[src/rtl/bus_a8_pkg.sv]
// Shared definitions for the A8 aperture mapper: register byte offsets,
// per-aperture register file type, map-rebuild state encoding, and the
// default host page that holds the aperture registers.
package bus_a8_pkg;

   localparam logic [7:0] PAGE_MEM_AP_DEFAULT = 8'hD6;

   // Byte offsets inside one 16-byte aperture block
   localparam logic [3:0] AP_OFS_BASE0  = 4'h0;
   localparam logic [3:0] AP_OFS_BASE1  = 4'h1;
   localparam logic [3:0] AP_OFS_BASE2  = 4'h2;
   localparam logic [3:0] AP_OFS_BASE3  = 4'h3;
   localparam logic [3:0] AP_OFS_START  = 4'h4;
   localparam logic [3:0] AP_OFS_COUNT  = 4'h5;
   localparam logic [3:0] AP_OFS_STRIDE = 4'h6;
   localparam logic [3:0] AP_OFS_X_LO   = 4'h7;
   localparam logic [3:0] AP_OFS_X_HI   = 4'h8;
   localparam logic [3:0] AP_OFS_Y_LO   = 4'h9;
   localparam logic [3:0] AP_OFS_Y_HI   = 4'hA;
   localparam logic [3:0] AP_OFS_W_LO   = 4'hB;
   localparam logic [3:0] AP_OFS_W_HI   = 4'hC;
   localparam logic [3:0] AP_OFS_H_LO   = 4'hD;
   localparam logic [3:0] AP_OFS_H_HI   = 4'hE;
   localparam logic [3:0] AP_OFS_RSVD   = 4'hF;

   typedef logic [15:0][7:0] ap_regs_t;

   typedef enum logic [1:0] {
      ST_IDLE   = 2'd0,
      ST_SWEEP  = 2'd1,
      ST_COMMIT = 2'd2
   } map_state_e;

   // Last page covered by an aperture, clipped at $FF instead of wrapping
   function automatic logic [7:0] ap_last_page(input logic [7:0] start, input logic [7:0] count);
      logic [8:0] sum;
      sum = {1'b0, start} + {1'b0, count} - 9'd1;
      return sum[8] ? 8'hFF : sum[7:0];
   endfunction

endpackage

[src/rtl/bus_a8_aperture.sv]
// One aperture: 16 byte registers plus decoded enable / first / last page.
// With BUS_A8_READBACK_EN defined the raw bytes are exported for readback.
import bus_a8_pkg::*;

module bus_a8_aperture (
   input  logic             clk,
   input  logic             rst,
   input  logic             we,
   input  logic [3:0]       ofs,
   input  logic [7:0]       wdata,
`ifdef BUS_A8_READBACK_EN
   output logic [15:0][7:0] regs,
`endif
   output logic             enable,
   output logic [7:0]       start_page,
   output logic [7:0]       end_page
);

   ap_regs_t regs_q, regs_d;

   // Byte write into the register file
   always_comb begin
      regs_d = regs_q;
      if (we) regs_d[ofs] = wdata;
   end

   // Register file storage
   always_ff @(posedge clk) begin
      if (rst) regs_q <= '0;
      else     regs_q <= regs_d;
   end

`ifdef BUS_A8_READBACK_EN
   assign regs = regs_q;
`endif
   assign enable     = (regs_q[AP_OFS_COUNT] != 8'h00);
   assign start_page = regs_q[AP_OFS_START];
   assign end_page   = ap_last_page(regs_q[AP_OFS_START], regs_q[AP_OFS_COUNT]);

endmodule

[src/rtl/bus_a8_apmap.sv]
// A8 bus aperture mapper: tracks A8 phi2 in the 200 MHz domain, decodes
// page hits against a committed 256-bit page map, captures aperture
// register writes and rebuilds the map in 16 chunks before committing.
// Optional register readback: define BUS_A8_READBACK_EN.
import bus_a8_pkg::*;

module bus_a8_apmap #(
   parameter int         TICK_BITS          = 7,
   parameter int         TICK_ADDRESS_VALID = 33,
   parameter int         TICK_WRITE_VALID   = 82,
   parameter int         TICK_READ_VALID    = 70,
   parameter int         NUM_AP             = 4,
   parameter logic [7:0] PAGE_MEM_AP        = PAGE_MEM_AP_DEFAULT
) (
   input  logic        clk200,
   input  logic        rst,
   input  logic        a8_clk,
   input  logic        a8_rw_n,
   input  logic        a8_rst_n,
   input  logic [15:0] a8_addr,
   input  logic [7:0]  a8_data,
   output logic        a8_extsel_n,
   output logic        a8_mpd_n,
   output logic        ap_hit,
   output logic [3:0]  ap_idx,
   output logic [7:0]  ap_page_ofs,
   output logic        reg_wr,
   output logic [3:0]  reg_ap,
   output logic [3:0]  reg_ofs,
   output logic [7:0]  reg_data,
   output logic [7:0]  a8_data_out,
   output logic        a8_data_oe
);

   localparam logic [1:0] S_IDLE   = 2'(ST_IDLE);
   localparam logic [1:0] S_SWEEP  = 2'(ST_SWEEP);
   localparam logic [1:0] S_COMMIT = 2'(ST_COMMIT);

   logic [2:0]           sync_q, sync_d;
   logic [TICK_BITS-1:0] tick_q, tick_d;
   logic [15:0]          addr_q, addr_d;
   logic                 extsel_q, extsel_d, mpd_q, mpd_d, hit_q, hit_d;
   logic [3:0]           idx_q, idx_d;
   logic [7:0]           pofs_q, pofs_d;
   logic                 reg_wr_q, reg_wr_d;
   logic [3:0]           reg_ap_q, reg_ap_d, reg_ofs_q, reg_ofs_d;
   logic [7:0]           reg_data_q, reg_data_d;
   logic [1:0]           state_q, state_d;
   logic [3:0]           chunk_q, chunk_d;
   logic                 pend_q, pend_d;
   logic [255:0]         shadow_q, shadow_d, live_q, live_d;

   logic                 fall, addr_tick, sel_ok, wr_fire, trigger, lk_found;
   logic [3:0]           lk_idx;
   logic [7:0]           lk_ofs, page_now;
   logic [15:0]          chunk_bits;
   logic [NUM_AP-1:0]    ap_en;
   logic [7:0]           ap_start [NUM_AP];
   logic [7:0]           ap_end   [NUM_AP];

   assign fall      = sync_q[2] & ~sync_q[1];
   assign addr_tick = (tick_q == TICK_BITS'(TICK_ADDRESS_VALID));
   assign page_now  = a8_addr[15:8];
   assign sel_ok    = (addr_q[15:8] == PAGE_MEM_AP) && ({28'd0, addr_q[7:4]} < 32'(NUM_AP));
   assign wr_fire   = a8_rst_n && !fall && !a8_rw_n && sel_ok
                      && (tick_q == TICK_BITS'(TICK_WRITE_VALID));
   assign trigger   = wr_fire && ((addr_q[3:0] == AP_OFS_START) || (addr_q[3:0] == AP_OFS_COUNT));

`ifdef BUS_A8_READBACK_EN
   logic [15:0][7:0] ap_regs [NUM_AP];
`endif

   for (genvar g = 0; g < NUM_AP; g++) begin : g_ap
      bus_a8_aperture u_ap (
         .clk        (clk200),
         .rst        (rst),
         .we         (wr_fire && (addr_q[7:4] == 4'(g))),
         .ofs        (addr_q[3:0]),
         .wdata      (a8_data),
`ifdef BUS_A8_READBACK_EN
         .regs       (ap_regs[g]),
`endif
         .enable     (ap_en[g]),
         .start_page (ap_start[g]),
         .end_page   (ap_end[g])
      );
   end

   // Lowest-index aperture containing the current page supplies index/offset
   always_comb begin
      lk_found = 1'b0;
      lk_idx   = '0;
      lk_ofs   = '0;
      for (int unsigned i = 0; i < NUM_AP; i++) begin
         if (!lk_found && ap_en[i] && page_now >= ap_start[i] && page_now <= ap_end[i]) begin
            lk_found = 1'b1;
            lk_idx   = 4'(i);
            lk_ofs   = page_now - ap_start[i];
         end
      end
   end

   // Map bits for the 16 pages of the chunk currently being swept
   always_comb begin
      chunk_bits = '0;
      for (int unsigned j = 0; j < 16; j++) begin
         for (int unsigned i = 0; i < NUM_AP; i++) begin
            if (ap_en[i] && {chunk_q, 4'(j)} >= ap_start[i] && {chunk_q, 4'(j)} <= ap_end[i])
               chunk_bits[j] = 1'b1;
         end
      end
   end

   // Phi2 tracking, tick counter, address-phase decode and write strobe
   always_comb begin
      sync_d     = {sync_q[1:0], a8_clk};
      tick_d     = (tick_q == '1) ? tick_q : tick_q + 1'b1;
      addr_d     = addr_q;
      extsel_d   = extsel_q;
      mpd_d      = mpd_q;
      hit_d      = hit_q;
      idx_d      = idx_q;
      pofs_d     = pofs_q;
      if (fall) begin
         tick_d   = '0;
         extsel_d = 1'b1;
         mpd_d    = 1'b1;
         hit_d    = 1'b0;
      end else if (addr_tick) begin
         addr_d   = a8_addr;
         extsel_d = ~live_q[page_now];
         hit_d    = live_q[page_now];
         mpd_d    = ~(live_q[page_now] && (page_now[7:3] == 5'b11011));
         idx_d    = lk_idx;
         pofs_d   = lk_ofs;
      end
      if (!a8_rst_n) begin
         sync_d   = '0;
         tick_d   = '0;
         extsel_d = 1'b1;
         mpd_d    = 1'b1;
         hit_d    = 1'b0;
         idx_d    = '0;
         pofs_d   = '0;
      end
      reg_wr_d   = wr_fire;
      reg_ap_d   = wr_fire ? addr_q[7:4] : reg_ap_q;
      reg_ofs_d  = wr_fire ? addr_q[3:0] : reg_ofs_q;
      reg_data_d = wr_fire ? a8_data     : reg_data_q;
   end

   // Map rebuild: sweep 16 chunks into shadow, then commit to live.
   // A start/count write during a sweep makes COMMIT skip the copy and
   // re-sweep, so live_map only ever moves to a map built from final values.
   always_comb begin
      state_d  = state_q;
      chunk_d  = chunk_q;
      pend_d   = pend_q;
      shadow_d = shadow_q;
      live_d   = live_q;
      case (state_q)
         S_IDLE: begin
            if (trigger) begin
               state_d = S_SWEEP;
               chunk_d = '0;
            end
         end
         S_SWEEP: begin
            shadow_d[{chunk_q, 4'b0000} +: 16] = chunk_bits;
            if (trigger) pend_d = 1'b1;
            if (chunk_q == 4'hF) state_d = S_COMMIT;
            else                 chunk_d = chunk_q + 4'd1;
         end
         S_COMMIT: begin
            if (pend_q || trigger) begin
               state_d = S_SWEEP;
               chunk_d = '0;
               pend_d  = 1'b0;
            end else begin
               live_d  = shadow_q;
               state_d = S_IDLE;
            end
         end
         default: state_d = S_IDLE;
      endcase
   end

   // State registers
   always_ff @(posedge clk200) begin
      if (rst) begin
         sync_q     <= '0;
         tick_q     <= '0;
         addr_q     <= '0;
         extsel_q   <= 1'b1;
         mpd_q      <= 1'b1;
         hit_q      <= 1'b0;
         idx_q      <= '0;
         pofs_q     <= '0;
         reg_wr_q   <= 1'b0;
         reg_ap_q   <= '0;
         reg_ofs_q  <= '0;
         reg_data_q <= '0;
         state_q    <= S_IDLE;
         chunk_q    <= '0;
         pend_q     <= 1'b0;
         shadow_q   <= '0;
         live_q     <= '0;
      end else begin
         sync_q     <= sync_d;
         tick_q     <= tick_d;
         addr_q     <= addr_d;
         extsel_q   <= extsel_d;
         mpd_q      <= mpd_d;
         hit_q      <= hit_d;
         idx_q      <= idx_d;
         pofs_q     <= pofs_d;
         reg_wr_q   <= reg_wr_d;
         reg_ap_q   <= reg_ap_d;
         reg_ofs_q  <= reg_ofs_d;
         reg_data_q <= reg_data_d;
         state_q    <= state_d;
         chunk_q    <= chunk_d;
         pend_q     <= pend_d;
         shadow_q   <= shadow_d;
         live_q     <= live_d;
      end
   end

   assign a8_extsel_n = extsel_q;
   assign a8_mpd_n    = mpd_q;
   assign ap_hit      = hit_q;
   assign ap_idx      = idx_q;
   assign ap_page_ofs = pofs_q;
   assign reg_wr      = reg_wr_q;
   assign reg_ap      = reg_ap_q;
   assign reg_ofs     = reg_ofs_q;
   assign reg_data    = reg_data_q;

`ifdef BUS_A8_READBACK_EN
   logic       rb_oe_q, rb_oe_d;
   logic [7:0] rb_data_q, rb_data_d;

   // Drive aperture register contents from the read tick until the next phi2 fall
   always_comb begin
      rb_oe_d   = rb_oe_q;
      rb_data_d = rb_data_q;
      if (fall) begin
         rb_oe_d   = 1'b0;
         rb_data_d = '0;
      end else if (a8_rw_n && sel_ok && (tick_q == TICK_BITS'(TICK_READ_VALID))) begin
         rb_oe_d = 1'b1;
         for (int unsigned i = 0; i < NUM_AP; i++) begin
            if (addr_q[7:4] == 4'(i)) rb_data_d = ap_regs[i][addr_q[3:0]];
         end
      end
      if (!a8_rst_n) begin
         rb_oe_d   = 1'b0;
         rb_data_d = '0;
      end
   end

   // Readback registers
   always_ff @(posedge clk200) begin
      if (rst) begin
         rb_oe_q   <= 1'b0;
         rb_data_q <= '0;
      end else begin
         rb_oe_q   <= rb_oe_d;
         rb_data_q <= rb_data_d;
      end
   end

   assign a8_data_out = rb_data_q;
   assign a8_data_oe  = rb_oe_q;
`else
   assign a8_data_out = '0;
   assign a8_data_oe  = 1'b0;
`endif

endmodule

[config.mk]
export PLATFORM = sky130hd
export DESIGN_NAME = bus_a8_apmap
export DESIGN_NICKNAME = d
export VERILOG_FILES = /design/src/rtl/bus_a8_pkg.sv /design/src/rtl/bus_a8_aperture.sv /design/src/rtl/bus_a8_apmap.sv
export SDC_FILE = /design/constraint.sdc
export NUM_CORES = 2
export LEC_CHECK = 0
export CAP_MARGIN = 10
export CORE_MARGIN = 5
export CORE_UTILIZATION = 40
export DETAILED_ROUTE_END_ITERATION = 10
export HOLD_SLACK_MARGIN = 0.1
export PLACE_DENSITY = 0.52
export SKIP_CTS_REPAIR_TIMING = 1
export SYNTH_ARGS = -nofsm -noshare
export SYNTH_HDL_FRONTEND = slang
export SYNTH_HIERARCHICAL = 1
export SYNTH_SLANG_ARGS = --single-unit
[constraint.sdc]
create_clock -name clk200 -period 4.7 [get_ports clk200]
set_input_delay 0.47 -clock clk200 [delete_from_list [all_inputs] [get_ports clk200]]
set_output_delay 0.47 -clock clk200 [all_outputs]
set_load 0.02 [all_outputs]
==> flow_summary_export.csv <==
group,metric,value,unit
critical_path,crit_path_start_kind,"register",
cts,h-tree-depth,3,
critical_path,cp.arrival,4990,ps
drt,routed_wl,105000,um
critical_path,required,5200,ps
hold_path,hp-start,"rst",
drt,vias,28000,
layout,nets,4209,
timing,period_share,0.956,
critical_path,r2r_end,"shadow_q[225]",
drt,first_pass_iters,8,
cts,clockBufferDepth,3,
synth,ys.flop_type,"dfxtp_1",
timing,timing.final.ws_setup,208,ps
timing,holdWs,238,ps
synth,netlist-cell-type-count,100,
synth,yosysTopAreaCell,"dfxtp_1",
grt,grt_usage,0.227,
drt,wl_per_cell,20.5,um
place,hpwlAfterDp,70700,um
synth,synthTopCellsByArea,"dfxtp_1 39%, nand2_1 7.9%, a21oi_1 6.8%, ha_1 6.4%, nor2_1 4.2%",
floorplan,io_pins,70,
cts,cts_tree,"yes",
synth,ys_seq_elements,639,
run_status,status,"completed",
timing,final-setup-viol-count,0,
power,total_power,11.6,mW
timing,worstMarginPinSlew,1260,ps
critical_path,end_kind,"register",
floorplan,start_util,0.403,
critical_path,r2r_cells,18,
hold_path,hold_path_class,"in -> reg",
hold_path,hold-path-endpoint,"reg_ap[1]",
drt,ant_nets,0,
place,port-buffer-count,58,
timing,slew_violations,0,
timing,hold_violations,0,
synth,ys_async_sr_fraction,0,
drt,drc_errors,0,
synth,synth.yosys.seq_area_share,0.386,
grt,first_global_vias,25900,
synth,synth-edff-count,0,
timing,maxSlewHeadroom,0.161,
drt,drtIter0Drc,2337,
synth,ys_warn_count,6,
power,power_density,308,nW/um2
floorplan,num_rows,105,
grt,antenna_found_initial,2,
critical_path,r2r_slack,210,ps
floorplan,design.die.area,88800,um2
cts,cts_sinks,639,
grt,overflow,0,
synth,avgSynthCellArea,8.30,um2
critical_path,critPathKind,"reg -> reg",
critical_path,worstPathMaxFanout,8,
synth,syn_inst,4000,
cts,cts.clk_slew.worst_paths,50,ps
grt,grt_max_degree,219,
critical_path,r2r-start,"g_ap[1].u_ap/regs_q[42]",
place,gp_congestion,0.947,
timing,max_freq,0.223,GHz
cts,cts-buffers-inserted,73,
synth,syn-cell-area,33200,um2
critical_path,startpoint,"g_ap[1].u_ap/regs_q[42]",
layout,area_delta_synth_final,13.5,%
cts,clk-insertion-delay-late,620,ps
cts,root_buffer,"clkbuf_16",
floorplan,core,82200,um2
timing,skew,44.8,ps
floorplan,die_height,298,um
drt,avgViaCountPerCell,5.46,
timing,min_period,4490,ps
synth,synth_top_area_frac,0.386,
grt,grt_pass1_wl,160000,um
floorplan,die_w,298,um
hold_path,whs_path_depth,2,
power,peakVddDrop,0.239,mV
layout,drive_gt1_frac,0.109,
flow_run,maxCapViolCount,0,
power,power.static_leakage,14.1,nW
place,place_ws,12.6,ps
## layout make-up
class | count | area (um2)
fill | 8280 | 44600
clock buffer | 103 | 2110
timing repair buffer | 226 | 2110
tap | 1070 | 1340
clock inverter | 25 | 315
multi-input combinational | 2851 | 18200
inverter | 210 | 788
antenna | 2 | 5.00
sequential | 639 | 12800
## layer usage
layer  share of wire  GRT usage
met1            0.48      0.328
met4           0.026     0.0577
met2            0.45      0.359
met3           0.045     0.0297
met5               0          0
## layout by cell type, fill, tap and decap left out, drive strengths merged, types with 32 or more instances in the layout
cell / n
a21oi: 455
nand4: 32
nor3: 53
nand3b: 40
clkdlybuf4s50: 53
a211oi: 155
nand3: 38
mux4: 44
mux2i: 129
nor2: 373
ha: 171
dfxtp: 639
clkbuf: 103
inv: 212
or3: 66
buf: 173
a22oi: 50
o21ai: 126
nand2: 701
## per-stage QoR
stage          utilization  instance area [um2]  cells  TNS [ps]
2_1_floorplan            -                33200   4010         0
3_3_place_gp         0.425                35000   4986      -220
4_1_cts              0.455                37400   5114     -51.4
3_5_place_dp         0.425                35000   4986         0
5_1_grt              0.458                37700   5124     -19.3
6_report             0.458                37700   5126         0
## worst max-delay path by stage
stage                     end  slack, ps
2_1_floorplan  ap_page_ofs[2]        440
3_3_place_gp     shadow_q[10]        -30
3_5_place_dp    shadow_q[138]         10
4_1_cts         shadow_q[166]        -30
5_1_grt         shadow_q[254]        -20
6_report        shadow_q[225]        210
## critical path, stage by stage, from the launching register on
cell      delay (ps)
dfxtp_1          360
inv_1             60
ha_1             260
inv_1             80
ha_1             330
a211oi_2         280
o211ai_1         140
a221o_2          440
o21ai_1          130
inv_1            100
ha_1             310
and3_4           210
a221oi_4         410
buf_4            200
nor2_1            40
or4_1            500
and3_1           170
buf_4            210
a211oi_2         190
## sequential cells by signal (all words and copies together), names as in the netlist
signal                flops
tick_q                    7
reg_data                  8
reg_ofs                   4
g_ap.u_ap/start_page     32
sync_q                    3
ap_page_ofs               8
live_q                  256
a8_mpd_n                  1
shadow_q                256
pend_q                    1
ap_hit                    1
g_ap.u_ap/regs_q         32
ap_idx                    2
addr_q                   16
state_q                   2
chunk_q                   4
a8_extsel_n               1
reg_wr                    1
reg_ap                    4
## power by group
part | internal (mW) | total, mW | leakage (nW) | switching (mW)
logic | 0.134 | 0.439 | 7.76 | 0.305
registers | 5.42 | 5.42 | 5.14 | 0.00142
clock network | 3.42 | 5.76 | 1.20 | 2.34
total | 8.97 | 11.6 | 14.1 | 2.65
## cell usage after synthesis, types with 6 or more instances
master / instances
buf_2: 46
or2_2: 7
buf_4: 64
a211oi_1: 143
a31oi_1: 23
xor2_1: 15
o211ai_1: 27
nand2b_1: 28
fa_1: 8
and3_1: 14
o221ai_1: 10
or3_1: 66
dfxtp_1: 639
o211a_1: 13
clkbuf_1: 174
buf_6: 15
nor4_1: 15
mux2i_1: 129
nand3_1: 38
nand2_1: 701
nor2b_1: 24
nor2_1: 373
o21a_1: 10
o21ai_0: 113
a221oi_1: 11
inv_1: 208
nand3b_1: 36
a211oi_2: 12
a21o_1: 31
mux4_2: 36
o31ai_1: 6
nor3_1: 47
a21boi_0: 7
and2_1: 8
o22ai_1: 17
a21oi_1: 451
ha_1: 171
xnor2_1: 17
o21ai_1: 12
mux4_1: 8
nand4_1: 30
a22oi_1: 50
o2111ai_1: 6
## logic make-up (layout without fill, tap and decap cells)
group,after synthesis,in the layout,synth area share
simple gates,1434,1434,0.195
compound gates,1016,1017,0.197
flops,639,639,0.386
buf+inv,521,564,0.0737
fa+ha+maj,179,179,0.0693
mux,178,178,0.0714
xor+xnor,32,32,0.00845
other cells,1,13,0.000113
(Power assumes the default switching activity.)
